### src/rtl/ripl_stream_decim_buf_if.sv
// Stream port bundle shared by the decimating buffer and its neighbours.
// Handshake: a token moves In1 when In1_SEND & In1_ACK, and leaves Out1 when Out1_SEND (which already includes Out1_RDY).
interface ripl_stream_decim_buf_if #(
  parameter int DATA_W = 16
);
  logic [DATA_W-1:0] In1_DATA;
  logic              In1_SEND;
  logic [15:0]       In1_COUNT;
  logic              In1_ACK;
  logic [DATA_W-1:0] Out1_DATA;
  logic              Out1_SEND;
  logic [15:0]       Out1_COUNT;
  logic              Out1_RDY;
  logic              Out1_ACK;

  modport slave (
    input  In1_DATA, In1_SEND, In1_COUNT, Out1_RDY, Out1_ACK,
    output In1_ACK, Out1_DATA, Out1_SEND, Out1_COUNT
  );

  modport master (
    output In1_DATA, In1_SEND, In1_COUNT, Out1_RDY, Out1_ACK,
    input  In1_ACK, Out1_DATA, Out1_SEND, Out1_COUNT
  );
endinterface

### src/rtl/ripl_stream_decim_buf.sv
// Keeps one in every DECIM accepted tokens and buffers the kept ones in a DEPTH-entry FIFO.
// Optional macro RIPL_DECIM_SYNC_EN adds a Sync input that realigns the keep phase.
module ripl_stream_decim_buf #(
  parameter int DATA_W = 16,
  parameter int DEPTH  = 4,
  parameter int DECIM  = 1
) (
  input  logic                     CLK,
  input  logic                     RESET,
`ifdef RIPL_DECIM_SYNC_EN
  input  logic                     Sync,
`endif
  ripl_stream_decim_buf_if.slave   bus,
  output logic [$clog2(DEPTH):0]   level,
  output logic [31:0]              tokens_out
);
  localparam int AW = $clog2(DEPTH);
  localparam logic [AW:0] PTR_ONE = 1;
  localparam logic [15:0] PHASE_LAST = 16'(DECIM - 1);

  logic [DATA_W-1:0] mem [DEPTH];
  logic [AW:0]       wr_ptr;
  logic [AW:0]       rd_ptr;
  logic              full;
  logic              empty;
  logic              keep;
  logic              push;
  logic              pop;
  logic [15:0]       phase;
  logic [15:0]       phase_inc;
  logic [15:0]       phase_d;
  logic [31:0]       tokens_q;
  logic              unused_inputs;

  assign unused_inputs = ^{bus.In1_COUNT, bus.Out1_ACK};

  assign empty = (wr_ptr == rd_ptr);
  assign full  = (wr_ptr[AW] != rd_ptr[AW]) && (wr_ptr[AW-1:0] == rd_ptr[AW-1:0]);

  // Full blocks the input even if the head pops this cycle: no write-through.
  assign bus.In1_ACK    = bus.In1_SEND & ~full & ~RESET;
  assign bus.Out1_SEND  = ~empty & bus.Out1_RDY & ~RESET;
  assign bus.Out1_COUNT = {15'd0, bus.Out1_SEND};
  assign bus.Out1_DATA  = mem[rd_ptr[AW-1:0]];

  assign keep      = (phase == 16'd0);
  assign push      = bus.In1_ACK & keep;
  assign pop       = bus.Out1_SEND;
  assign phase_inc = (phase == PHASE_LAST) ? 16'd0 : phase + 16'd1;

  always_comb begin
    phase_d = phase;
    if (bus.In1_ACK) phase_d = phase_inc;
`ifdef RIPL_DECIM_SYNC_EN
    // A token arriving with Sync is judged by the old phase; alignment restarts after it.
    if (Sync) phase_d = (bus.In1_ACK && keep) ? phase_inc : 16'd0;
`endif
  end

  always_ff @(posedge CLK) begin
    if (RESET) begin
      wr_ptr   <= '0;
      rd_ptr   <= '0;
      phase    <= 16'd0;
      tokens_q <= 32'd0;
    end else begin
      phase <= phase_d;
      if (push) wr_ptr <= wr_ptr + PTR_ONE;
      if (pop) begin
        rd_ptr   <= rd_ptr + PTR_ONE;
        tokens_q <= tokens_q + 32'd1;
      end
    end
  end

  always_ff @(posedge CLK) begin
    if (push) mem[wr_ptr[AW-1:0]] <= bus.In1_DATA;
  end

  assign level      = wr_ptr - rd_ptr;
  assign tokens_out = tokens_q;
endmodule

### src/flat_wrapper.sv
// flat-port wrapper written by rule: the top's interface ports become plain ports
module ripl_stream_decim_buf_flat 
#(
  parameter int DATA_W = 16,
  parameter int DEPTH  = 4,
  parameter int DECIM  = 1
)
  (CLK, RESET, level, tokens_out, bus_In1_DATA, bus_In1_SEND, bus_In1_COUNT, bus_Out1_RDY, bus_Out1_ACK, bus_In1_ACK, bus_Out1_DATA, bus_Out1_SEND, bus_Out1_COUNT);
  ripl_stream_decim_buf_if #(.DATA_W(DATA_W)) bus_i ();
  input  logic CLK;
  input  logic RESET;
  output logic [$clog2(DEPTH):0] level;
  output logic [31:0] tokens_out;
  input wire logic [$bits(bus_i.In1_DATA)-1:0] bus_In1_DATA;
  input wire logic [$bits(bus_i.In1_SEND)-1:0] bus_In1_SEND;
  input wire logic [$bits(bus_i.In1_COUNT)-1:0] bus_In1_COUNT;
  input wire logic [$bits(bus_i.Out1_RDY)-1:0] bus_Out1_RDY;
  input wire logic [$bits(bus_i.Out1_ACK)-1:0] bus_Out1_ACK;
  output wire logic [$bits(bus_i.In1_ACK)-1:0] bus_In1_ACK;
  output wire logic [$bits(bus_i.Out1_DATA)-1:0] bus_Out1_DATA;
  output wire logic [$bits(bus_i.Out1_SEND)-1:0] bus_Out1_SEND;
  output wire logic [$bits(bus_i.Out1_COUNT)-1:0] bus_Out1_COUNT;
  assign bus_i.In1_DATA = bus_In1_DATA;
  assign bus_i.In1_SEND = bus_In1_SEND;
  assign bus_i.In1_COUNT = bus_In1_COUNT;
  assign bus_i.Out1_RDY = bus_Out1_RDY;
  assign bus_i.Out1_ACK = bus_Out1_ACK;
  assign bus_In1_ACK = bus_i.In1_ACK;
  assign bus_Out1_DATA = bus_i.Out1_DATA;
  assign bus_Out1_SEND = bus_i.Out1_SEND;
  assign bus_Out1_COUNT = bus_i.Out1_COUNT;
  ripl_stream_decim_buf #(.DATA_W(DATA_W), .DEPTH(DEPTH), .DECIM(DECIM)) u_core (.CLK(CLK), .RESET(RESET), .bus(bus_i), .level(level), .tokens_out(tokens_out));
endmodule
### config.mk
export PLATFORM = sky130hd
export DESIGN_NAME = ripl_stream_decim_buf_flat
export DESIGN_NICKNAME = d
export VERILOG_FILES = /design/src/rtl/ripl_stream_decim_buf_if.sv /design/src/rtl/ripl_stream_decim_buf.sv /design/src/flat_wrapper.sv
export SDC_FILE = /design/constraint.sdc
export NUM_CORES = 1
export LEC_CHECK = 0
export BUFFER_PORTS_ARGS = -buffer_cell sky130_fd_sc_hd__buf_2
export CELL_PAD_IN_SITES_DETAIL_PLACEMENT = 2
export CELL_PAD_IN_SITES_GLOBAL_PLACEMENT = 2
export CORE_ASPECT_RATIO = 0.8
export CORE_UTILIZATION = 28
export DETAILED_ROUTE_END_ITERATION = 7
export GPL_TIMING_DRIVEN = 1
export PLACE_DENSITY = 0.69
export SLEW_MARGIN = 40
export SYNTH_ARGS = -nofsm -noshare
export SYNTH_HDL_FRONTEND = slang
export SYNTH_SLANG_ARGS = --single-unit
### constraint.sdc
create_clock -name CLK -period 2.81 [get_ports CLK]
set_clock_uncertainty 0.1 [all_clocks]
set_input_delay 0.281 -clock CLK [delete_from_list [all_inputs] [get_ports CLK]]
set_output_delay 0.281 -clock CLK [all_outputs]
set_load 0.01 [all_outputs]
==> key figures, run 1 <==
Job
  – Max-cap viol count: 0

Synthesis
  – Post-synth top area share: 37.52%
  – Synth top cells by count: edfxtp_1 (64), dfxtp_1 (56), nor2_1 (37), a21oi_1 (22), xnor2_1 (22)
  – Cell Area, Synth: 5122 um^2
  – EDFF count, synth: 64
  – Mapped Cells: 417
  – Mapped Avg Cell Area: 12.28 um^2
  – Cell taking the most area after synthesis: edfxtp_1
  – Largest cells by area after synthesis: edfxtp_1 (38%), dfxtp_1 (22%), mux4_2 (7.0%), xnor2_1 (3.8%), nor2_1 (2.7%)
  – Post-synth ARST share: 0%
  – Synth unique cells: 42
  – Most used DFF post-synth: edfxtp_1
  – Most common cell in the netlist: edfxtp_1
  – FF+latch count, synth: 120
  – Ys Warns: 0
  – Register area share after synthesis: 59.40%

Placed design
  – Total placed cells including tap cells: 712
  – Routability cong.: 0.7549
  – Cell Area, Placed: 5746 um^2
  – IO buf count: 73
  – Hpwl dp: 9224 um

Timing
  – Part of the cycle the worst path needs: 92.14%
  – Final hold violation count: 0
  – Max transition margin: 53.93%
  – Final count of negative-setup-slack endpoints: 0
  – Max Freq: 386.2 MHz
  – Worst slew pin tran: 0.6906 ns
  – RSZ-0062 raised after global routing: no
  – Total negative slack: 0 ns
  – Pins Over Slew Limit: 0
  – Final Critical Period: 2.589 ns

Cells and area
  – Final instance area: 6474 um^2
  – Share of layout cells above drive strength 1: 25.47%
  – Ant. Diodes: 0
  – Non-filler cells in the finished layout: 759
  – Area Overhead vs Synth: 26.38%
  – Layout net count: 569

Floorplan
  – Top Ports: 106
  – Initial core utilization: 29.12%
  – Die Y: 123.0 um
  – Std-Cell Core Area: 17590 um^2
  – FP Rows: 43
  – Die ar.: 18840 um^2
  – Die width: 153.2 um

Clocking
  – Total CTS buffers: 17
  – Htree depth: 4
  – CTS tree: built
  – CTS Buffer Depth: 2
  – Clock slew at reported path FFs: 0.06 ns
  – CTS Sinks: 120
  – Clk root buf: clkbuf_16
  – Worst-skew pair later-pin latency: 0.41 ns

Worst setup path
  – CP max FO: 11
  – Worst path cell trace: inv_1 > ha_1 > and2_1 > buf_4 > a21oi_1 > buf_4 > buf_2
  – Crit path kind: flip-flop to output pin
  – Worst path required time: 2.43 ns
  – Crit. End Element: output pin
  – Startpoint type of the worst setup path: flip-flop
  – Worst EP arrival: 2.21 ns
  – Worst path slowest cell: dfxtp_1
  – CP top delay family: buffers and inverters
  – CP most frequent cell: buf_4
  – Slowest cell delay on critical path: 0.40 ns
  – CP Buf/Inv Count: 4

Global route
  – Overflow after GRT: 0
  – GR Util All Layers: 15.39%
  – Vias in the first global route: 3914
  – Global-route wire length before repair: 21430 um
  – Initial antenna violation count: 0
  – Largest net degree at the start of global routing: 41

Power and ir drop
  – Pwr/cell area: 668.5 nW/um^2
  – Comb pwr share: 7.2%
  – Maximum VDD drop: 0.3561 mV
  – Switching Fraction: 23.39%
  – Total design power: 4328 uW
  – Reg power frac: 43.9%
  – Pint: 3315 uW
  – Leak: 0.002321 uW
  – Clock share of power: 48.9%
  – P_sw: 1012 uW

Route
  – DR DRC count: 0
  – Wirelength, routed: 13480 um
  – Routed Antenna Nets: 0
  – First drt pass iteration count: 4
  – Avg Vias per Cell: 4.702
  – Vias: 3569
  – Drt initial violations: 119
  – WL/cell: 17.75 um

Min path
  – Hold crit path type: input port to flip-flop

Status
  – Status: finished, final reports clean
## power groups by stage
stage | Combinational (uW) | Clock, uW | Sequential (uW)
after detailed placement | 298 | 0 | 1940
after floorplan | 185 | 0 | 1930
after global placement | 277 | 0 | 1930
after CTS | 317 | 2180 | 1900
final | 310 | 2120 | 1900
after global routing | 340 | 2270 | 1900
## cells by family (layout without fill, tap and decap cells)
kind of cell	count (synthesis)	count (layout)	share of synthesized area (%)
adders and majority gates	11	11	2.833
xor gates and xnor gates	36	36	6.155
AOI/OAI and AO/OA	48	48	5.691
other	1	15	0.07321
muxes	17	17	7.230
buffers and inverters	46	149	4.568
and+or+nand+nor	138	138	14.05
DFF	120	120	59.40
## stage by stage
stage	setup WS, ns	utilization (%)	hold slack, ns
3_5_place_dp	0.2932	32.66	0.3996
5_1_grt	0.05867	36.80	0.0003613
4_1_cts	0.1089	36.80	0.003841
2_1_floorplan	0.3857	-	0.2799
6_report	0.2207	36.80	0.01166
3_3_place_gp	0.3422	32.64	0.3798
## layer usage
| layer | vias to the layer above | track usage (%) | part of all wire [%] |
|---|---|---|---|
| met5 | - | 0 | 0 |
| met4 | 0 | 4.798 | 0.79 |
| met3 | 9 | 4.732 | 4.2 |
| met2 | 68 | 26.68 | 51 |
| met1 | 1795 | 18.39 | 44 |
| li1 | 1697 | - | - |
## repair_timing
item / CTS / global route
hold endpoints to repair: 58 / 0
setup endpoints to repair: 0 / 1
hold buffers: 15 / 0
setup buffers: 0 / 0
resized for setup: 0 / 1
## final timing paths
| check | from | to | slack [ns] | depth (start not counted) |
|---|---|---|---|---|
| worst max-delay path | u_core.wr_ptr[0]$_SDFFE_PP0P_ | bus_Out1_COUNT[0] | 0.22 | 7 |
| worst min-delay path | bus_In1_DATA[8] | u_core.mem[1][8]$_DFFE_PP_ | 0.01 | 1 |
| worst min register to register | u_core.phase[9]$_SDFFE_PP0N_ | u_core.phase[9]$_SDFFE_PP0N_ | 0.41 | 2 |
| worst max register to register | u_core.wr_ptr[0]$_SDFFE_PP0P_ | u_core.tokens_out[17]$_SDFFE_PP0P_ | 0.29 | 8 |
## state kept, by name, summed over array words and instances (netlist names), named ones only
| signal | count |
|---|---|
| u_core.rd_ptr | 3 |
| u_core.tokens_out | 32 |
| u_core.wr_ptr | 3 |
| u_core.mem | 64 |
| u_core.phase | 16 |
## final cells by class
type | instances | area (um^2)
clock buffer | 17 | 425.4
clock inverter | 15 | 152.6
fill | 1853 | 11120
inverter | 17 | 63.81
multi-input combinational | 265 | 1902
sequential | 120 | 3043
tap | 225 | 281.5
timing repair buffer | 100 | 605.6
## placed cells by master (no fill, tap or decap), types with 5 or more instances in the layout
cell           netlist  final
ha_1                10     10
or3_1               13     13
buf_4               16     12
a21oi_1             22     22
nand4_1             12     12
dlygate4sd3_1        0     15
o21ai_0             15     14
xnor2_1             22     22
nand2_1             21     21
conb_1               1     15
nor3_1              11     11
buf_2                1     73
dfxtp_1             56     56
mux4_2              16     16
clkbuf_16            0     17
edfxtp_1            64     64
nand3_1             13     13
nor2_1              37     37
inv_1               17     17
xor2_1              14     14
and3_1               5      5
and2_1               5      5
nor4_1               6      6
Note: power is estimated with default switching activity, not from simulation.
==> run 2, diff against run 1 <==
- CORE_UTILIZATION: 28 -> 36
- CTS_CLUSTER_SIZE: not set -> 20
- PLACE_DENSITY: 0.69 -> 0.84
==> run 2 against run 1 <==
Critical endpoint is now u_core.tokens_out[26]$_SDFFE_PP0P_. Critical path type is now flip-flop to flip-flop. Combinational power fell by 4%. First-iteration DRC count decreased by 5.9%. Sequential share of layout area grew 0.75 points.
==> key figures, run 2 (synthesis results as in run 1) <==
Status
  – Status: finished, final reports clean (unchanged)

Global route
  – Global-route wire length before repair: 20720 um (was 21430 um)
  – GR Util All Layers: 19.08% (was 15.39%)
  – Overflow after GRT: 0 (unchanged)
  – Initial antenna violation count: 0 (unchanged)
  – Largest net degree at the start of global routing: 41 (unchanged)
  – Vias in the first global route: 3897 (was 3914)

Clocking
  – Worst-skew pair later-pin latency: 0.41 ns (about the same)
  – CTS Sinks: 120 (unchanged)
  – Clk root buf: clkbuf_16 (unchanged)
  – Post-CTS Setup Inserts: 0 (unchanged)
  – CTS tree: built (unchanged)
  – Htree depth: 4 (unchanged)
  – Total CTS buffers: 17 (unchanged)
  – CTS resizes: 0 (unchanged)
  – CTS Buffer Depth: 2 (unchanged)
  – Clock slew at reported path FFs: 0.06 ns (about the same)

Timing
  – Part of the cycle the worst path needs: 91.86% (was 92.14%)
  – RSZ-0062 raised after global routing: no (unchanged)
  – Max transition margin: 56.09% (was 53.93%)
  – Final count of negative-setup-slack endpoints: 0 (unchanged)
  – Final Critical Period: 2.581 ns (was 2.589 ns)
  – Final hold violation count: 0 (unchanged)
  – Max Freq: 387.4 MHz (was 386.2 MHz)
  – Pins Over Slew Limit: 0 (unchanged)
  – Total negative slack: 0 ns (unchanged)
  – Worst slew pin tran: 0.6558 ns (was 0.6906 ns)

Worst setup path
  – Crit path kind: flip-flop to flip-flop (was flip-flop to output pin)
  – CP max FO: 8 (was 11)
  – Worst EP arrival: 2.82 ns (was 2.21 ns)
  – Startpoint type of the worst setup path: flip-flop (unchanged)
  – Crit. End Element: flip-flop (was output pin)
  – Worst path required time: 3.05 ns (was 2.43 ns)

Route
  – First drt pass iteration count: 4 (unchanged)
  – DR DRC count: 0 (unchanged)
  – WL/cell: 18.23 um (was 17.75 um)
  – Vias: 3618 (was 3569)
  – Routed Antenna Nets: 0 (unchanged)
  – Drt initial violations: 112 (was 119)
  – Wirelength, routed: 13000 um (was 13480 um)
  – Avg Vias per Cell: 5.074 (was 4.702)

Power and ir drop
  – Reg power frac: 45.3% (was 43.9%)
  – Leak: 0.002302 uW (was 0.002321 uW)
  – Pint: 3238 uW (was 3315 uW)
  – Pwr/cell area: 658.9 nW/um^2 (was 668.5 nW/um^2)
  – P_sw: 962.7 uW (was 1012 uW)
  – Clock share of power: 47.6% (was 48.9%)
  – Maximum VDD drop: 0.3907 mV (was 0.3561 mV)
  – Switching Fraction: 22.92% (was 23.39%)
  – Comb pwr share: 7.1% (was 7.2%)

Job
  – Max-cap viol count: 0 (unchanged)

Placed design
  – Cell Area, Placed: 5685 um^2 (was 5746 um^2)
  – IO buf count: 73 (unchanged)
  – Routability cong.: 0.7876 (was 0.7549)
  – Hpwl dp: 8663 um (was 9224 um)

Floorplan
  – Die Y: 108.7 um (was 123.0 um)
  – FP Rows: 38 (was 43)
  – Std-Cell Core Area: 13740 um^2 (was 17590 um^2)
  – Die ar.: 14710 um^2 (was 18840 um^2)
  – Initial core utilization: 37.28% (was 29.12%)
  – Top Ports: 106 (unchanged)
  – Die width: 135.4 um (was 153.2 um)

Cells and area
  – Max reg flops: 64 (unchanged)
  – Multi-input gate area: 1898 um^2 (was 1902 um^2)
  – Ant. Diodes: 0 (unchanged)
  – Share of layout cells above drive strength 1: 25.33% (was 25.47%)
  – Final instance area: 6375 um^2 (was 6474 um^2)
  – Most common cell after layout, fill and taps aside: buf_2 (unchanged)
  – Area Overhead vs Synth: 24.45% (was 26.38%)
  – Reg area: 3044 um^2 (was 3043 um^2)
  – FILL cells: 1407 (was 1853)
  – Layout net count: 568 (was 569)
  – Most frequent cells in the layout: buf_2 (73), edfxtp_1 (64), dfxtp_1 (55), nor2_1 (37) (was buf_2 (73), edfxtp_1 (64), dfxtp_1 (56), nor2_1 (37))

Min path
  – Hold crit path type: input port to flip-flop (unchanged)
run 2: final cells by class:
type	instances	area share, %
multi-input combinational	265	29.77
timing repair buffer	99	9.342
sequential	120	47.75
clock inverter	13	1.649
tap	180	3.533
clock buffer	19	6.948
inverter	17	1.001
run 2: metrics by stage:
step / util [%] / std cells / total power (uW) / setup slack [ns] / hold WS [ns]
2_1_floorplan: - / 431 / 2117 / 0.3857 / 0.2799
3_3_place_gp: 41.38 / 667 / 2206 / 0.2931 / 0.3830
3_5_place_dp: 41.38 / 667 / 2226 / 0.2429 / 0.4010
4_1_cts: 46.31 / 712 / 4258 / 0.1948 / 0.0003057
5_1_grt: 46.39 / 713 / 4348 / 0.02807 / 0.009364
6_report: 46.39 / 713 / 4200 / 0.2286 / 0.02500
run 2: per-layer routing:
layer | routed length [um] | global-route usage [%]
met5 | 0 | 0
met4 | 140 | 6.742
met3 | 521 | 4.835
met2 | 6500 | 32.71
met1 | 5838 | 23.37
run 2: power groups by stage:
stage | clock network (uW) | logic (uW) | registers (uW)
finish | 2000 | 297 | 1900
global route | 2110 | 327 | 1910
CTS | 2050 | 304 | 1900
detailed placement | 0 | 285 | 1940
global placement | 0 | 270 | 1940
floorplan | 0 | 185 | 1930
run 2: path summary, 6_finish.rpt:
path | startpoint | end | slack [ns] | cells after the start
max | u_core.wr_ptr[0]$_SDFFE_PP0P_ | u_core.tokens_out[26]$_SDFFE_PP0P_ | 0.23 | 8
min | bus_In1_DATA[3] | u_core.mem[2][3]$_DFFE_PP_ | 0.03 | 1
max reg2reg | u_core.wr_ptr[0]$_SDFFE_PP0P_ | u_core.tokens_out[26]$_SDFFE_PP0P_ | 0.23 | 8
min reg2reg | u_core.tokens_out[18]$_SDFFE_PP0P_ | u_core.tokens_out[18]$_SDFFE_PP0P_ | 0.42 | 2
run 2: timing repair:
item                                    4_1_cts  5_1_grt
endpoints found under the setup margin        0        0
endpoints found under the hold margin        51        4
hold buffers                                 13        1
run 2: worst max-delay path, cell delays in order (launching register included):
cell	delay (ns)
dfxtp_1	0.39
inv_1	0.11
ha_1	0.32
and2_1	0.16
buf_4	0.16
a211oi_4	0.32
nand4_1	0.34
or3_1	0.43
a21oi_1	0.16
==> run 3, diff against run 2 <==
- BUFFER_PORTS_ARGS: -buffer_cell sky130_fd_sc_hd__buf_2 -> -buffer_cell sky130_fd_sc_hd__clkbuf_2
==> run 3 against run 2 <==
Combinational power about the same. Routed wire length increased by 8.1%. Power is 9.9% higher.
==> key figures, run 3 (synthesis results as in run 1) <==
Status
  – Status: finished, final reports clean (unchanged)

Route
  – Vias: 3687 (was 3618)
  – Avg Vias per Cell: 5.171 (was 5.074)
  – WL/cell: 19.71 um (was 18.23 um)
  – First drt pass iteration count: 4 (unchanged)
  – Drt initial violations: 136 (was 112)
  – Routed Antenna Nets: 0 (unchanged)
  – DR DRC count: 0 (unchanged)
  – Wirelength, routed: 14050 um (was 13000 um)

Timing
  – Total negative slack: 0 ns (unchanged)
  – Pins Over Slew Limit: 0 (unchanged)
  – Part of the cycle the worst path needs: 93.68% (was 91.86%)
  – Final hold violation count: 0 (unchanged)
  – Worst slew pin tran: 0.6855 ns (was 0.6558 ns)
  – Max Freq: 379.9 MHz (was 387.4 MHz)
  – RSZ-0062 raised after global routing: no (unchanged)
  – Final Critical Period: 2.632 ns (was 2.581 ns)
  – Worst setup margin: 0.1777 ns (was 0.2286 ns)
  – Final count of negative-setup-slack endpoints: 0 (unchanged)
  – Max transition margin: 54.27% (was 56.09%)

Cells and area
  – Layout net count: 568 (unchanged)
  – Area Overhead vs Synth: 26.53% (was 24.45%)
  – Max reg flops: 64 (unchanged)
  – FILL cells: 1371 (was 1407)
  – Most common cell after layout, fill and taps aside: clkbuf_2 (was buf_2)
  – Share of layout cells above drive strength 1: 25.89% (was 25.33%)
  – Ant. Diodes: 0 (unchanged)
  – Most frequent cells in the layout: clkbuf_2 (73), edfxtp_1 (64), dfxtp_1 (55), nor2_1 (37) (was buf_2 (73), edfxtp_1 (64), dfxtp_1 (55), nor2_1 (37))

Worst setup path
  – Startpoint type of the worst setup path: flip-flop (unchanged)
  – Crit path kind: flip-flop to output pin (was flip-flop to flip-flop)
  – Worst EP arrival: 2.25 ns (was 2.82 ns)
  – Crit. End Element: output pin (was flip-flop)
  – Worst path required time: 2.43 ns (was 3.05 ns)
  – CP max FO: 4 (was 8)

Clocking
  – CTS Buffer Depth: 2 (unchanged)
  – Htree depth: 4 (unchanged)
  – Worst-skew pair later-pin latency: 0.42 ns (was 0.41 ns)
  – Clock slew at reported path FFs: 0.06 ns (about the same)
  – CTS Sinks: 120 (unchanged)
  – Clk root buf: clkbuf_16 (unchanged)
  – CTS tree: built (unchanged)
  – Total CTS buffers: 17 (unchanged)

Power and ir drop
  – Maximum VDD drop: 0.4269 mV (was 0.3907 mV)
  – Pwr/cell area: 712.0 nW/um^2 (was 658.9 nW/um^2)
  – Leak: 0.002325 uW (was 0.002302 uW)

Floorplan
  – Initial core utilization: 37.28% (unchanged)
  – Die Y: 108.7 um (unchanged)
  – Std-Cell Core Area: 13740 um^2 (unchanged)
  – Die ar.: 14710 um^2 (unchanged)
  – Die width: 135.4 um (unchanged)
  – Top Ports: 106 (unchanged)
  – FP Rows: 38 (unchanged)

Global route
  – Vias in the first global route: 3991 (was 3897)
  – Global-route wire length before repair: 22000 um (was 20720 um)
  – Initial antenna violation count: 0 (unchanged)
  – Overflow after GRT: 0 (unchanged)
  – GR Util All Layers: 20.50% (was 19.08%)
  – Largest net degree at the start of global routing: 38 (was 41)

Placed design
  – Routability cong.: 0.7759 (was 0.7876)
  – IO buf count: 73 (unchanged)
  – Setup WS pre-CTS: 0.2331 ns (was 0.2429 ns)
  – Hpwl dp: 8907 um (was 8663 um)

Min path
  – Hold crit path type: input port to flip-flop (unchanged)

Job
  – Max-cap viol count: 0 (unchanged)
## run 3: cell types whose count changed in the layout (fill, tap and decap cells not counted), moves of 2 or more
cell,previous run,this run
buf_2,73,0
bufinv_16,1,5
clkbuf_2,0,73
clkinv_2,4,1
clkinvlp_4,4,2
## run 3: through the flow
step	hold slack, ns	utilization, %	power [uW]	area [um^2]	instances
floorplan	0.2799	-	2117	5175	431
CTS	0.007712	47.06	4666	6466	712
global placement	0.3817	41.38	2206	5685	667
detailed placement	0.4083	41.40	2227	5689	667
finish	0.02553	47.17	4614	6481	713
global route	0.01403	47.17	4772	6481	713
## run 3: area by class of cell
cell class              instances  area, um^2  area share, %
inverters                      17       63.81         0.9846
clock inverters                12       200.2          3.089
flip-flops and latches        120        3044          46.97
well taps                     180       225.2          3.475
clock buffers                  20       446.7          6.892
multi-input cells             265        1908          29.44
repair buffers                 99       593.1          9.151
## run 3: what timing repair did
action / in CTS / in global routing
hold buffers: 13 / 0
setup endpoints to repair: 0 / 2
endpoints found under the hold margin: 52 / 0
gates resized for setup: 0 / 1
buffers inserted: 0 / 1
## run 3: worst max-delay path, cell delays in order (launching register included)
cell and delay (ns):
dfxtp_1 0.41, inv_1 0.12, ha_1 0.32, nand2_1 0.10, o21ai_0 0.55, nor2_1 0.16, clkbuf_2 0.17
## run 3: routing by layer
layer / up-vias / track usage [%] / wire (um)
li1: 1700 / - / -
met1: 1879 / 23.43 / 5801
met2: 92 / 36.85 / 7480
met3: 16 / 5.625 / 567
met4: 0 / 7.223 / 205
met5: - / 0 / 0
## run 3: power by group
| part | internal (uW) | switching (uW) | total, uW |
|---|---|---|---|
| sequential | 1880 | 22.3 | 1900 |
| combinational | 127 | 173 | 300 |
| clock | 1600 | 813 | 2410 |
## run 3: final timing paths
check                                 from                                 end  slack, ns  cells after the start
max          u_core.wr_ptr[0]$_SDFFE_PP0P_                         bus_In1_ACK       0.18                      6
max reg2reg  u_core.wr_ptr[0]$_SDFFE_PP0P_  u_core.tokens_out[13]$_SDFFE_PP0P_       0.20                      8
min reg2reg  u_core.phase[15]$_SDFFE_PP0N_       u_core.phase[15]$_SDFFE_PP0N_       0.43                      2
min                       bus_In1_DATA[14]         u_core.mem[3][14]$_DFFE_PP_       0.03                      1
